File: config.mk
export PLATFORM = sky130hd
export DESIGN_NAME = bar_sweep_ctrl
export DESIGN_NICKNAME = d
export VERILOG_FILES = /design/src/rtl/bar_ctrl_pkg.sv /design/src/rtl/tick_prescaler.sv /design/src/rtl/bar_sweep_ctrl.sv
export SDC_FILE = /design/constraint.sdc
export NUM_CORES = 1
export LEC_CHECK = 0
export CAP_MARGIN = 0
export CELL_PAD_IN_SITES_DETAIL_PLACEMENT = 0
export CELL_PAD_IN_SITES_GLOBAL_PLACEMENT = 1
export CORE_MARGIN = 2
export CORE_UTILIZATION = 40
export DETAILED_ROUTE_END_ITERATION = 8
export GPL_TIMING_DRIVEN = 0
export HOLD_SLACK_MARGIN = 0.03
export PLACE_DENSITY = 0.78
export SLEW_MARGIN = 20
export SYNTH_ARGS = -nofsm -noshare
export SYNTH_HDL_FRONTEND = slang
export SYNTH_SLANG_ARGS = --single-unit
File: constraint.sdc
create_clock -name clk -period 3.55 [get_ports clk]
set_clock_uncertainty 0.1 [all_clocks]
set_input_delay 1.065 -clock clk [delete_from_list [all_inputs] [get_ports clk]]
set_output_delay 1.065 -clock clk [all_outputs]
set_load 0.01 [all_outputs]
File: src/rtl/bar_ctrl_pkg.sv
// Shared encodings and constants for the bar sweep controller and its bar FSM.
package bar_ctrl_pkg;

  localparam int BAR_LEVEL_MAX = 8;
  localparam int LEVEL_W       = 4;

  localparam logic DIR_UP = 1'b1;
  localparam logic DIR_DN = 1'b0;

  typedef enum logic [1:0] {
    ST_IDLE  = 2'd0,
    ST_UP    = 2'd1,
    ST_DN    = 2'd2,
    ST_PAUSE = 2'd3
  } sweep_state_e;

  function automatic logic [LEVEL_W-1:0] level_step(input logic [LEVEL_W-1:0] lvl,
                                                    input logic              up);
    if (up) begin
      return lvl + LEVEL_W'(1);
    end else begin
      return lvl - LEVEL_W'(1);
    end
  endfunction

endpackage

File: src/rtl/tick_prescaler.sv
// Step-period counter: counts 0..max(div,1)-1 while enabled and flags the last cycle.
module tick_prescaler #(
  parameter int DIV_W = 24
) (
  input  logic             clk,
  input  logic             reset,
  input  logic             en,
  input  logic             clr,
  input  logic [DIV_W-1:0] div,
  output logic             tick
);

  logic [DIV_W-1:0] count_q;
  logic [DIV_W-1:0] count_d;
  logic [DIV_W-1:0] last_s;

  // Terminal count; >= makes a div that shrank below the count end the period at once.
  always_comb begin
    if (div == DIV_W'(0)) begin
      last_s = DIV_W'(0);
    end else begin
      last_s = div - DIV_W'(1);
    end
    tick = en && (count_q >= last_s);
  end

  // Next count: clear, wrap on tick, advance, or hold.
  always_comb begin
    count_d = count_q;
    if (clr) begin
      count_d = DIV_W'(0);
    end else if (en && tick) begin
      count_d = DIV_W'(0);
    end else if (en) begin
      count_d = count_q + DIV_W'(1);
    end else begin
      count_d = count_q;
    end
  end

  // Count register.
  always_ff @(posedge clk or negedge reset) begin
    if (!reset) begin
      count_q <= DIV_W'(0);
    end else begin
      count_q <= count_d;
    end
  end

endmodule

File: src/rtl/bar_sweep_ctrl.sv
// Drives a 0..LEVEL_MAX bar FSM with single-cycle step strobes, either from
// buttons (manual) or from a bouncing, pausable auto sweep.
module bar_sweep_ctrl
  import bar_ctrl_pkg::*;
#(
  parameter int LEVEL_MAX = BAR_LEVEL_MAX,
  parameter int DIV_W     = 24
) (
  input  logic             clk,
  input  logic             reset,
  input  logic             mode,
  input  logic             pause,
  input  logic             btn_up,
  input  logic             btn_dn,
  input  logic [DIV_W-1:0] div,
  output logic             pulse,
  output logic             cnt_up,
  output logic [3:0]       level,
  output logic             at_top,
  output logic             at_bottom
);

  localparam logic [LEVEL_W-1:0] LVL_TOP    = LEVEL_W'(LEVEL_MAX);
  localparam logic [LEVEL_W-1:0] LVL_TOP_M1 = LEVEL_W'(LEVEL_MAX - 1);
  localparam logic [LEVEL_W-1:0] LVL_ZERO   = LEVEL_W'(0);
  localparam logic [LEVEL_W-1:0] LVL_ONE    = LEVEL_W'(1);

  sweep_state_e state_q, state_d;
  logic [LEVEL_W-1:0] level_q, level_d;
  logic dir_q, dir_d;
  logic pulse_q, pulse_d;
  logic cnt_up_q, cnt_up_d;
  logic at_top_q, at_top_d;
  logic at_bot_q, at_bot_d;
  logic tick_s, pre_en_s, pre_clr_s;
  logic step_up_s, step_dn_s;

  // Prescaler runs only in UP/DN with mode and no pause, so mode and pause beat a tick.
  always_comb begin
    pre_en_s  = mode && !pause && ((state_q == ST_UP) || (state_q == ST_DN));
    pre_clr_s = (state_q == ST_IDLE);
  end

  tick_prescaler #(.DIV_W(DIV_W)) u_prescaler (
    .clk   (clk),
    .reset (reset),
    .en    (pre_en_s),
    .clr   (pre_clr_s),
    .div   (div),
    .tick  (tick_s)
  );

  // State register.
  always_ff @(posedge clk or negedge reset) begin
    if (!reset) begin
      state_q <= ST_IDLE;
    end else begin
      state_q <= state_d;
    end
  end

  // Next-state logic; the extra level guards keep the sweep inside 0..LEVEL_MAX.
  always_comb begin
    state_d = state_q;
    if (!mode) begin
      state_d = ST_IDLE;
    end else begin
      case (state_q)
        ST_IDLE:  state_d = (level_q < LVL_TOP) ? ST_UP : ST_DN;
        ST_UP: begin
          if (pause)                                 state_d = ST_PAUSE;
          else if (level_q >= LVL_TOP)               state_d = ST_DN;
          else if (tick_s && (level_q == LVL_TOP_M1)) state_d = ST_DN;
          else                                       state_d = ST_UP;
        end
        ST_DN: begin
          if (pause)                               state_d = ST_PAUSE;
          else if (level_q == LVL_ZERO)            state_d = ST_UP;
          else if (tick_s && (level_q == LVL_ONE)) state_d = ST_UP;
          else                                     state_d = ST_DN;
        end
        ST_PAUSE: state_d = pause ? ST_PAUSE : ((dir_q == DIR_UP) ? ST_UP : ST_DN);
        default:  state_d = ST_IDLE;
      endcase
    end
  end

  // Step decision: buttons only in IDLE with mode low, auto ticks only in UP/DN.
  always_comb begin
    step_up_s = 1'b0;
    step_dn_s = 1'b0;
    if (!mode) begin
      if ((state_q == ST_IDLE) && btn_up && !btn_dn && (level_q < LVL_TOP)) begin
        step_up_s = 1'b1;
      end else if ((state_q == ST_IDLE) && btn_dn && !btn_up && (level_q != LVL_ZERO)) begin
        step_dn_s = 1'b1;
      end else begin
        step_up_s = 1'b0;
      end
    end else if (tick_s && (state_q == ST_UP) && (level_q < LVL_TOP)) begin
      step_up_s = 1'b1;
    end else if (tick_s && (state_q == ST_DN) && (level_q != LVL_ZERO)) begin
      step_dn_s = 1'b1;
    end else begin
      step_up_s = 1'b0;
    end
  end

  // Output/datapath next values; level moves on the same edge that raises pulse.
  always_comb begin
    pulse_d  = step_up_s || step_dn_s;
    cnt_up_d = cnt_up_q;
    level_d  = level_q;
    dir_d    = dir_q;
    if (step_up_s) begin
      cnt_up_d = DIR_UP;
      level_d  = level_step(level_q, DIR_UP);
    end else if (step_dn_s) begin
      cnt_up_d = DIR_DN;
      level_d  = level_step(level_q, DIR_DN);
    end else begin
      level_d  = level_q;
    end
    if (mode && pause && (state_q == ST_UP)) begin
      dir_d = DIR_UP;
    end else if (mode && pause && (state_q == ST_DN)) begin
      dir_d = DIR_DN;
    end else begin
      dir_d = dir_q;
    end
    at_top_d = (level_d == LVL_TOP);
    at_bot_d = (level_d == LVL_ZERO);
  end

  // Registered outputs and saved sweep direction.
  always_ff @(posedge clk or negedge reset) begin
    if (!reset) begin
      pulse_q  <= 1'b0;
      cnt_up_q <= DIR_UP;
      level_q  <= LVL_ZERO;
      at_top_q <= 1'b0;
      at_bot_q <= 1'b1;
      dir_q    <= DIR_UP;
    end else begin
      pulse_q  <= pulse_d;
      cnt_up_q <= cnt_up_d;
      level_q  <= level_d;
      at_top_q <= at_top_d;
      at_bot_q <= at_bot_d;
      dir_q    <= dir_d;
    end
  end

  assign pulse     = pulse_q;
  assign cnt_up    = cnt_up_q;
  assign level     = level_q;
  assign at_top    = at_top_q;
  assign at_bottom = at_bot_q;

endmodule

**Word-level counts from Yosys, hierarchy flattened**

Cells that the tools add are included.
W data, S select, Z words.

- Output and inout bits: 8
- Register bits: 35

- $add $sub $neg: 4
- Reductions and logical operators: 32
- $lt $le $gt $ge: 3
- Multiplexer cells: 29
- Equal/unequal tests: 6

Operators with widths:

| cell | count |
|---|---|
| $mux W24 | 4 |
| $add A24 B1 Y24 const B | 1 |
| $ge A24 B24 Y1 | 1 |
| $logic_not A24 Y1 | 1 |
| $sub A24 B1 Y24 const B | 1 |
| $mux W2 | 10 |
| $logic_and A1 B1 Y1 | 19 |
| $mux W1 | 12 |
| $logic_not A4 Y1 | 2 |
| $mux W4 | 2 |
| $pmux W2 S4 | 1 |
| $add A4 B1 Y4 const B | 1 |
| $eq A2 B2 Y1 const B | 2 |
| $eq A4 B1 Y1 const B | 1 |
| $eq A4 B3 Y1 const B | 1 |
| $eq A4 B4 Y1 const B | 1 |
| $ge A4 B4 Y1 const B | 1 |
| $lt A4 B4 Y1 const B | 1 |
| $reduce_bool A2 Y1 | 2 |
| $reduce_bool A4 Y1 | 1 |
| $sub A4 B1 Y4 const B | 1 |
| $logic_not A1 Y1 | 3 |
| $reduce_bool A3 Y1 | 1 |
| $eq A2 B1 Y1 const B | 1 |
| other kinds (2) | 3 |

**Depth between registers and ports, before layout**

Gate-level depths: netlist of run 1.

- Depth in word-level cells: 12
- Mapped depth: 17
- Gate-level depth less buffers: 16

**By module**

Synthesis of run 1 repeated with hierarchy kept, for this count alone.

- Cells, all modules: 427
- Area total of the unflattened synthesis: 3582.2 µm²

By module, submodules not included:

| module | area an instance (µm²) | cells an instance | times used |
|---|---|---|---|
| tick_prescaler | 2680.1 | 341 | 1 |
| bar_sweep_ctrl | 902.1 | 86 | 1 |

**Least setup slack after synthesis of run 1**

OpenSTA, ideal clock, no wires.

- Path kind: input-to-reg
- From: input div[9]
- To: register at_top_q (netlist: at_top)
- Data required time: 3.370 ns
- Path buffers: 0
- Setup time: 0.080 ns
- Arrival time: 5.022 ns
- Path slack: -1.652 ns
- Cell stages on the path: 16
- Cells stage by stage: or4_1 nor3_1 nand3_1 or4_4 nor3_1 xor2_1 nand2_1 ha_1 nand4_2 nor4_2 nand4_1 o211ai_2 a41oi_2 or3_1 o311ai_2 nor3b_2

- Longest elaborated chain between the ends: 12
- Elaborated cells on any way between the ends: 17
- Those cells by class: 1 x add/sub; 1 x order compare; 1 x eq/ne; 8 x mux; 6 x reduce/logical

Ends and longest elaborated chain:

| item | RTL line | source |
|---|---|---|
| start, declared | bar_sweep_ctrl.sv:15 | `input logic [DIV_W-1:0] div,` |
| $sub A24 B1 Y24 / $logic_not A24 Y1 (equally long branches) | tick_prescaler.sv:22, tick_prescaler.sv:19 |  |
| $mux W24 * | tick_prescaler.sv:19 | `if (div == DIV_W'(0)) begin` |
| $ge A24 B24 Y1 * | tick_prescaler.sv:24 | `tick = en && (count_q >= last_s);` |
| $logic_and A1 B1 Y1 * | tick_prescaler.sv:24 |  |
| $logic_and A1 B1 Y1 (2 in series) | bar_sweep_ctrl.sv:102 | `end else if (tick_s && (state_q == ST_DN) && (level_q != LVL_ZERO)) begin` |
| $mux W1 | bar_sweep_ctrl.sv:102 |  |
| $mux W1 | bar_sweep_ctrl.sv:100 | `end else if (tick_s && (state_q == ST_UP) && (level_q < LVL_TOP)) begin` |
| $mux W1 | bar_sweep_ctrl.sv:92 | `if (!mode) begin` |
| $mux W4 | bar_sweep_ctrl.sv:118 | `end else if (step_dn_s) begin` |
| $mux W4 * | bar_sweep_ctrl.sv:115 | `if (step_up_s) begin` |
| net level_d[3] | bar_sweep_ctrl.sv:29 | `logic [LEVEL_W-1:0] level_q, level_d;` |
| $eq A4 B4 Y1 * | bar_sweep_ctrl.sv:131 | `at_top_d = (level_d == LVL_TOP);` |
| net at_top_d | bar_sweep_ctrl.sv:33 | `logic at_top_q, at_top_d;` |
| end signal, assigned | bar_sweep_ctrl.sv:148 | `at_top_q <= at_top_d;` |
| end, declared | bar_sweep_ctrl.sv:33 |  |

The timed path passes the listed nets; every way through them passes the cells marked *.
A chain may end at the register's enable or synchronous reset.

**Worst setup path in the final report of run 1**

- From: input div[8]
- To: register at_top_q (netlist: at_top)

The elaborated chain is that of the path after synthesis.

==> metrics.txt, run 1 <==
Final HPWL DP about 5900 µm; Startpoint Class input port; die area approximately 8400 µm²; clock-pin slew on the worst setup and hold paths roughly 0.070 ns; worst slack at placement -2.61 ns; # setup viols final 34; failing checks negative setup slack; share of the synthesized area in the top cell type 0.260; Avg Vias per Cell around 5.6; total number of vias 3080; grt total ovfl 0; # Max-Cap Violations 0; Die Height 91.7 µm; Finished Core Util 0.581; syn nets between 400 and 500; Layout area overhead 39.2%; Setup CP Type input port to register; FMAX ~200 MHz; CP max FO 5; WHS roughly 0.36 ns; Avg Inst Size Synth around 8.0 µm²; RSZ-0062 raised after global routing yes; vias in the first global route around 2700; Rows 31; H-tree depth 2; drc violations 0; critical path required time 3.67 ns; Starting Density 0.418; crit path DAT 5.18 ns; maximum VDD drop ~0.37 mV; GRT Resource Usage Total 0.193; max-slew violations 0; final wirelength 8400 µm; worst slew pin tran 0.634 ns; Port Buffer Count 37; number of diodes 0; Seq/Total Area, Yosys 0.286; YS warnings 0; Yosys reg bits 35; leading area contributor after synthesis dfrtp_1; CTS tree built; root buffer cell clkbuf_8; First-pass DRT Iterations 5; leakage power approximately 0.0019 µW; status complete, but fails checks; ratio of cells with drive above 1 in the final layout 0.224; worst rel slew slack 0.574; clk_lat worst skew about 0.30 ns; Period Utilization, post-route 1.43; top post-synthesis cells by area dfrtp_1 (26%), ha_1 (14%), o21ai_0 (6.8%); Main synth FF type dfrtp_1; Post-synth EDFFs 0; Final Hold Viols 0; Iter 0 DRT Violations around 130; PwrDens just under 400 nW/µm²; library cells used by synthesis 53; Die W slightly above 90 µm; CTS sink cnt 35; CP Capture Type register; Wirelength per Cell roughly 15 µm; Core Footprint ~7400 µm²; HP Class register to register; largest net degree at the start of global routing 25; first-pass GRT wire length ~13000 µm; Placer Congestion between 0.7 and 0.8; ys async rst share 1.00; Post-Synthesis Cells 383; Final WS setup -1.51 ns; post-synthesis cell area 3080 µm²; number of clock buffers inserted by TritonCTS 5; Clock Tree Buf Depth 2; antenna-violating nets left 0; min cycle time layout 5.06 ns; I/O pin count 38; layout net count ~520; initial antenna violation count 0
-- cells by family (layout without fill, tap and decap cells) --
family	after synthesis	after routing	share of synthesized area
and+or+nand+nor	172	172	0.284
AOI/OAI and AO/OA	93	93	0.191
adders and majority gates	35	35	0.142
DFF	35	35	0.286
xor gates and xnor gates	24	24	0.0683
buffers and inverters	24	96	0.0293
-- critical path, stage by stage --
cell	delay [ns]
buf_6	0.10
or4_4	0.56
nor3_4	0.21
nand3_2	0.11
or4_4	0.47
nor3_4	0.14
xor2_1	0.18
nand2_1	0.11
ha_4	0.28
nand4_4	0.08
nor4_4	0.31
nand4_1	0.19
o211ai_4	0.28
a41oi_4	0.18
or3_4	0.38
o311ai_4	0.32
nor3b_2	0.20
-- through the flow --
step	setup TNS, ns	instances	power (µW)	instance area [µm²]
2_1_floorplan	-38.26	383	951	3130
3_3_place_gp	-76.06	519	1200	3620
3_5_place_dp	-77.39	520	1210	3640
5_1_grt	-51.15	554	1810	4290
6_report	-45.04	554	1700	4290
4_1_cts	-45.25	549	1670	4140
-- registers in the layout, summed over array words and instances, names as in the netlist --
| register | flops |
|---|---|
| at_bottom | 1 |
| at_top | 1 |
| cnt_up | 1 |
| dir_q | 1 |
| level | 4 |
| pulse | 1 |
| state_q | 2 |
| u_prescaler.count_q | 24 |
-- report_power, final --
group          internal (µW)  leakage [µW]  total, µW  switching (µW)
Combinational            356       0.00137        815             458
Clock                    210     0.0000524        364             154
Sequential               466      0.000468        525            59.0
-- cells in the final DEF, fill, tap and decap left out, types with 5 or more instances in the layout --
cell / netlist / final
nand2_1: 55 / 53
o21ai_0: 42 / 37
dfrtp_1: 32 / 32
ha_1: 35 / 30
nor2_1: 29 / 26
buf_4: 0 / 26
clkdlybuf4s50_1: 0 / 23
xor2_1: 16 / 16
inv_1: 14 / 14
a21oi_1: 14 / 12
nor3_1: 17 / 10
nand3_1: 13 / 10
and2_1: 10 / 10
nand2b_1: 9 / 9
xnor2_1: 8 / 7
a31oi_1: 7 / 7
clkbuf_1: 9 / 6
nand4_1: 6 / 6
clkbuf_8: 0 / 6
dlygate4sd2_1: 0 / 6
and3_1: 5 / 5
-- timing repair --
item,in CTS,in global routing
hold buffers,0,0
pin swaps,25,20
buffers inserted,20,5
setup endpoints to repair,34,34
resized for setup,75,29
cloned,1,0
-- final timing paths --
path,slack (ns),to,cells past startpoint,from
max,-1.51,at_top,17,div[8]
min,0.36,cnt_up,2,cnt_up
max reg2reg,0.60,at_top,9,u_prescaler.count_q[22]
min reg2reg,0.36,cnt_up,2,cnt_up
max in group asynchronous,2.28,cnt_up,2,reset
min in group asynchronous,0.55,u_prescaler.count_q[14],1,reset
-- per-layer routing --
layer | share of wire | routed length (µm) | vias up | GRT usage
li1 | - | - | 1531 | -
met4 | 0.0052 | 44 | 0 | 0.0410
met5 | 0 | 0 | - | 0
met3 | 0.027 | 227 | 4 | 0.0271
met2 | 0.50 | 4170 | 43 | 0.309
met1 | 0.47 | 3960 | 1502 | 0.279
-- cell type report --
| cell class | count | area, µm² |
|---|---|---|
| Buffer | 10 | 100 |
| Sequential cell | 35 | 880 |
| Inverter | 14 | 52.6 |
| Clock buffer | 7 | 76.3 |
| Fill cell | 700 | 3080 |
| Multi-Input combinational cell | 324 | 2460 |
| Tap cell | 99 | 124 |
| Clock inverter | 1 | 30.0 |
| Timing Repair Buffer | 64 | 564 |
-- Yosys cell counts (5+ instances only) --
| library cell | count |
|---|---|
| a21oi_1 | 14 |
| a31oi_1 | 7 |
| and2_1 | 10 |
| and3_1 | 5 |
| clkbuf_1 | 9 |
| dfrtp_1 | 32 |
| ha_1 | 35 |
| inv_1 | 14 |
| nand2_1 | 55 |
| nand2b_1 | 9 |
| nand3_1 | 13 |
| nand4_1 | 6 |
| nor2_1 | 29 |
| nor3_1 | 17 |
| o21ai_0 | 42 |
| o31ai_1 | 9 |
| or3_1 | 6 |
| xnor2_1 | 8 |
| xor2_1 | 16 |
Power figures use the tool's default switching activity.
==> run 2, diff against run 1 <==
Settings changed: ABC_AREA from default to 1, CAP_MARGIN 0 to 40, PLACE_DENSITY 0.78 to default, PLACE_DENSITY_LB_ADDON from default to 0.1.
==> metrics.txt, run 2 <==
status complete, but fails checks; failing checks negative setup slack; H-tree depth 2 (unchanged); RSZ-0062 raised after global routing yes; FMAX 247 MHz (+25%); number of diodes 0 (unchanged); TNS Setup -12.64 ns (+32.40 ns); Final HPWL DP 7030 µm (+20%); Reg with most FFs u_prescaler.count_q; Pint 950 µW (-8.0%); ys async rst share 1.00 (unchanged); # Max-Cap Violations 0 (unchanged); CTS tree built; Yosys reg bits 35 (unchanged); first-pass GRT wire length 16700 µm (+26%); Post-synth EDFFs 0 (unchanged); HP Class register to register; Clock Tree Buf Depth 2 (unchanged); CP max FO 6 (+1); initial antenna violation count 0 (unchanged); largest net degree at the start of global routing 30 (+20%); vias in the first global route 3634 (+34%); worst rel slew slack 0.529 (-0.0450); I/O pin count 38 (unchanged); grt total ovfl 0 (unchanged); Period Utilization, post-route 1.14 (-0.287); Filler cells 809 (+16%); Avg Vias per Cell 5.08 (-8.6%); Die W 97.9 µm (+6.8%); First-pass DRT Iterations 4 (-1); most numerous cell in the Yosys netlist nand2_1; Seq/Total Area, Yosys 0.249 (-0.0365); CP Capture Type register; CTS sink cnt 35 (unchanged); Iter 0 DRT Violations 131 (+4.0%); YS warnings 0 (unchanged); CP Capture Point at_top; clock-pin slew on the worst setup and hold paths 0.07 ns (about the same); Final Hold Viols 0 (unchanged); post-layout power 1670 µW (-2.0%); Post-Synthesis Cells 515 (+34%); Comb power frac 0.512 (+0.034); worst setup path start div[13]; GRT Resource Usage Total 0.209 (+0.0159); sequential fraction of design power 0.314 (+0.006); # setup viols final 34 (unchanged); Wirelength per Cell 13.8 µm (-9.0%); total area of sequential cells 880 µm² (unchanged); antenna-violating nets left 0 (unchanged); Sw Pwr 721 µW (+7.4%); leakage power 0.00232 µW (+23%); min cycle time layout 4.04 ns (-1.02 ns); crit path DAT 4.17 ns (-1.01 ns); FF-to-FF setup slack 0.91 ns (+0.31 ns); max-slew violations 0 (unchanged); share of the synthesized area in the top cell type 0.227 (-0.0332); Die Height 97.9 µm (+6.8%); number of clock buffers inserted by TritonCTS 5 (unchanged); Final WS setup -0.493 ns (+1.02 ns); die area 9590 µm² (+14%); Finished Core Util 0.568 (-0.0138); RR Startpoint state_q[0]; placed cell count 661 (+27%); max reg flops 24 (unchanged); Multi-input gate area 2720 µm² (+11%); Placer Congestion 0.842 (+7.9%); drc violations 0 (unchanged); Setup CP Type input port to register; Layout Cells excl Fill 712 (+29%); final wirelength 9820 µm (+17%); total number of vias 3618 (+17%); worst slew pin tran 0.706 ns (+0.0724 ns); Layout area overhead 38.9%; most frequent cells in the layout nand2_1 (118), inv_1 (66), buf_4 (39); worst reg2reg path depth 8 (-1); Main synth FF type dfrtp_1; Startpoint Class input port; post-synthesis cell area 3530 µm² (+15%); commonest non-fill, non-tap cell in the layout nand2_1; clk_lat worst skew 0.29 ns (about the same); Core Footprint 8640 µm² (+17%); ratio of cells with drive above 1 in the final layout 0.305 (+0.0805); Starting Density 0.409 (-0.00908); Rows 34 (+9.7%); switching share of power 0.432 (+0.0375); critical path required time 3.67 ns (about the same); maximum VDD drop 0.337 mV (-8.9%); library cells used by synthesis 41 (-23%); Port Buffer Count 37 (unchanged); Hold Buf Count CTS 0 (unchanged); layout net count 668 (+29%); leading area contributor after synthesis dfrtp_1; most frequent cells after synthesis nand2_1 (127), inv_1 (74), nor2_1 (45); PwrDens 341 nW/µm² (-14%); syn nets 580 (+29%); root buffer cell clkbuf_8; top post-synthesis cells by area dfrtp_1 (23%), nand2_1 (14%), ha_1 (12%); worst reg2reg path endpoint u_prescaler.count_q[17]; Clock power frac 0.174 (-0.040); Avg Inst Size Synth 6.85 µm² (-15%)
## run 2: power groups by stage
stage               clock (µW)  combinational (µW)  sequential (µW)
global route               314                 949              535
CTS                        295                 831              523
floorplan                    0                 466              535
detailed placement           0                 746              530
finish                     291                 855              525
global placement             0                 740              527
## run 2: worst min path at each step
stage | slack, ns | startpoint | to | cells past startpoint
2_1_floorplan | 0.37 | cnt_up | cnt_up | 2
3_3_place_gp | 0.35 | cnt_up | cnt_up | 2
3_5_place_dp | 0.36 | cnt_up | cnt_up | 2
4_1_cts | 0.37 | cnt_up | cnt_up | 2
5_1_grt | 0.41 | cnt_up | cnt_up | 2
6_report | 0.36 | cnt_up | cnt_up | 2
## run 2: final cells by class
| class | count | share of cell area |
|---|---|---|
| clock buffer | 6 | 0.0148 |
| multi-input combinational | 397 | 0.555 |
| tap | 108 | 0.0276 |
| buffer | 5 | 0.00791 |
| sequential | 35 | 0.179 |
| inverter | 78 | 0.0669 |
| timing repair buffer | 81 | 0.146 |
| clock inverter | 2 | 0.00255 |
## run 2: cells by family (layout without fill, tap and decap cells)
logic type | after synthesis | count (layout) | share of synthesized area
XOR/XNOR | 17 | 17 | 0.0422
buffers and inverters | 83 | 172 | 0.0894
AO/OA/AOI/OAI | 58 | 58 | 0.101
AND/OR/NAND/NOR | 287 | 287 | 0.394
adder cells (fa/ha/maj) | 35 | 35 | 0.124
flip-flops | 35 | 35 | 0.249
## run 2: per-stage QoR
stage	cell area, µm²	hold slack [ns]	worst slack [ns]
3_3_place_gp	4110	0.353	-1.59
6_report	4900	0.364	-0.493
5_1_grt	4900	0.405	-0.747
4_1_cts	4710	0.367	-0.526
2_1_floorplan	3600	0.368	-0.390
3_5_place_dp	4130	0.356	-1.59
## run 2: per-layer routing
layer,share of wire,track usage
met5,0,0
met4,0.032,0.0726
met3,0.031,0.0222
met2,0.50,0.377
met1,0.43,0.259
## run 2: critical path, stage by stage
cell	delay (ns)
dlygate4sd2_1	0.31
nor2_2	0.15
nand3_2	0.10
nor2_4	0.10
nand3b_1	0.18
buf_6	0.18
o31ai_2	0.20
inv_1	0.11
o21ai_2	0.17
ha_1	0.26
nand2_1	0.08
nor2_1	0.06
nand2_2	0.10
nor2_2	0.04
nand2_1	0.06
nand2_1	0.06
nor2_2	0.15
nand2_4	0.11
nand3b_1	0.11
nand2_2	0.10
nand2_4	0.12
nand3_1	0.09
nand2_2	0.09
nand3_2	0.07
nor2_1	0.10
## run 2: timing repair
| action | CTS | global route |
|---|---|---|
| gates resized for setup | 102 | 44 |
| pin swaps | 29 | 37 |
| buffers inserted | 30 | 12 |
| setup endpoints to repair | 34 | 34 |
| gates cloned | 1 | 0 |
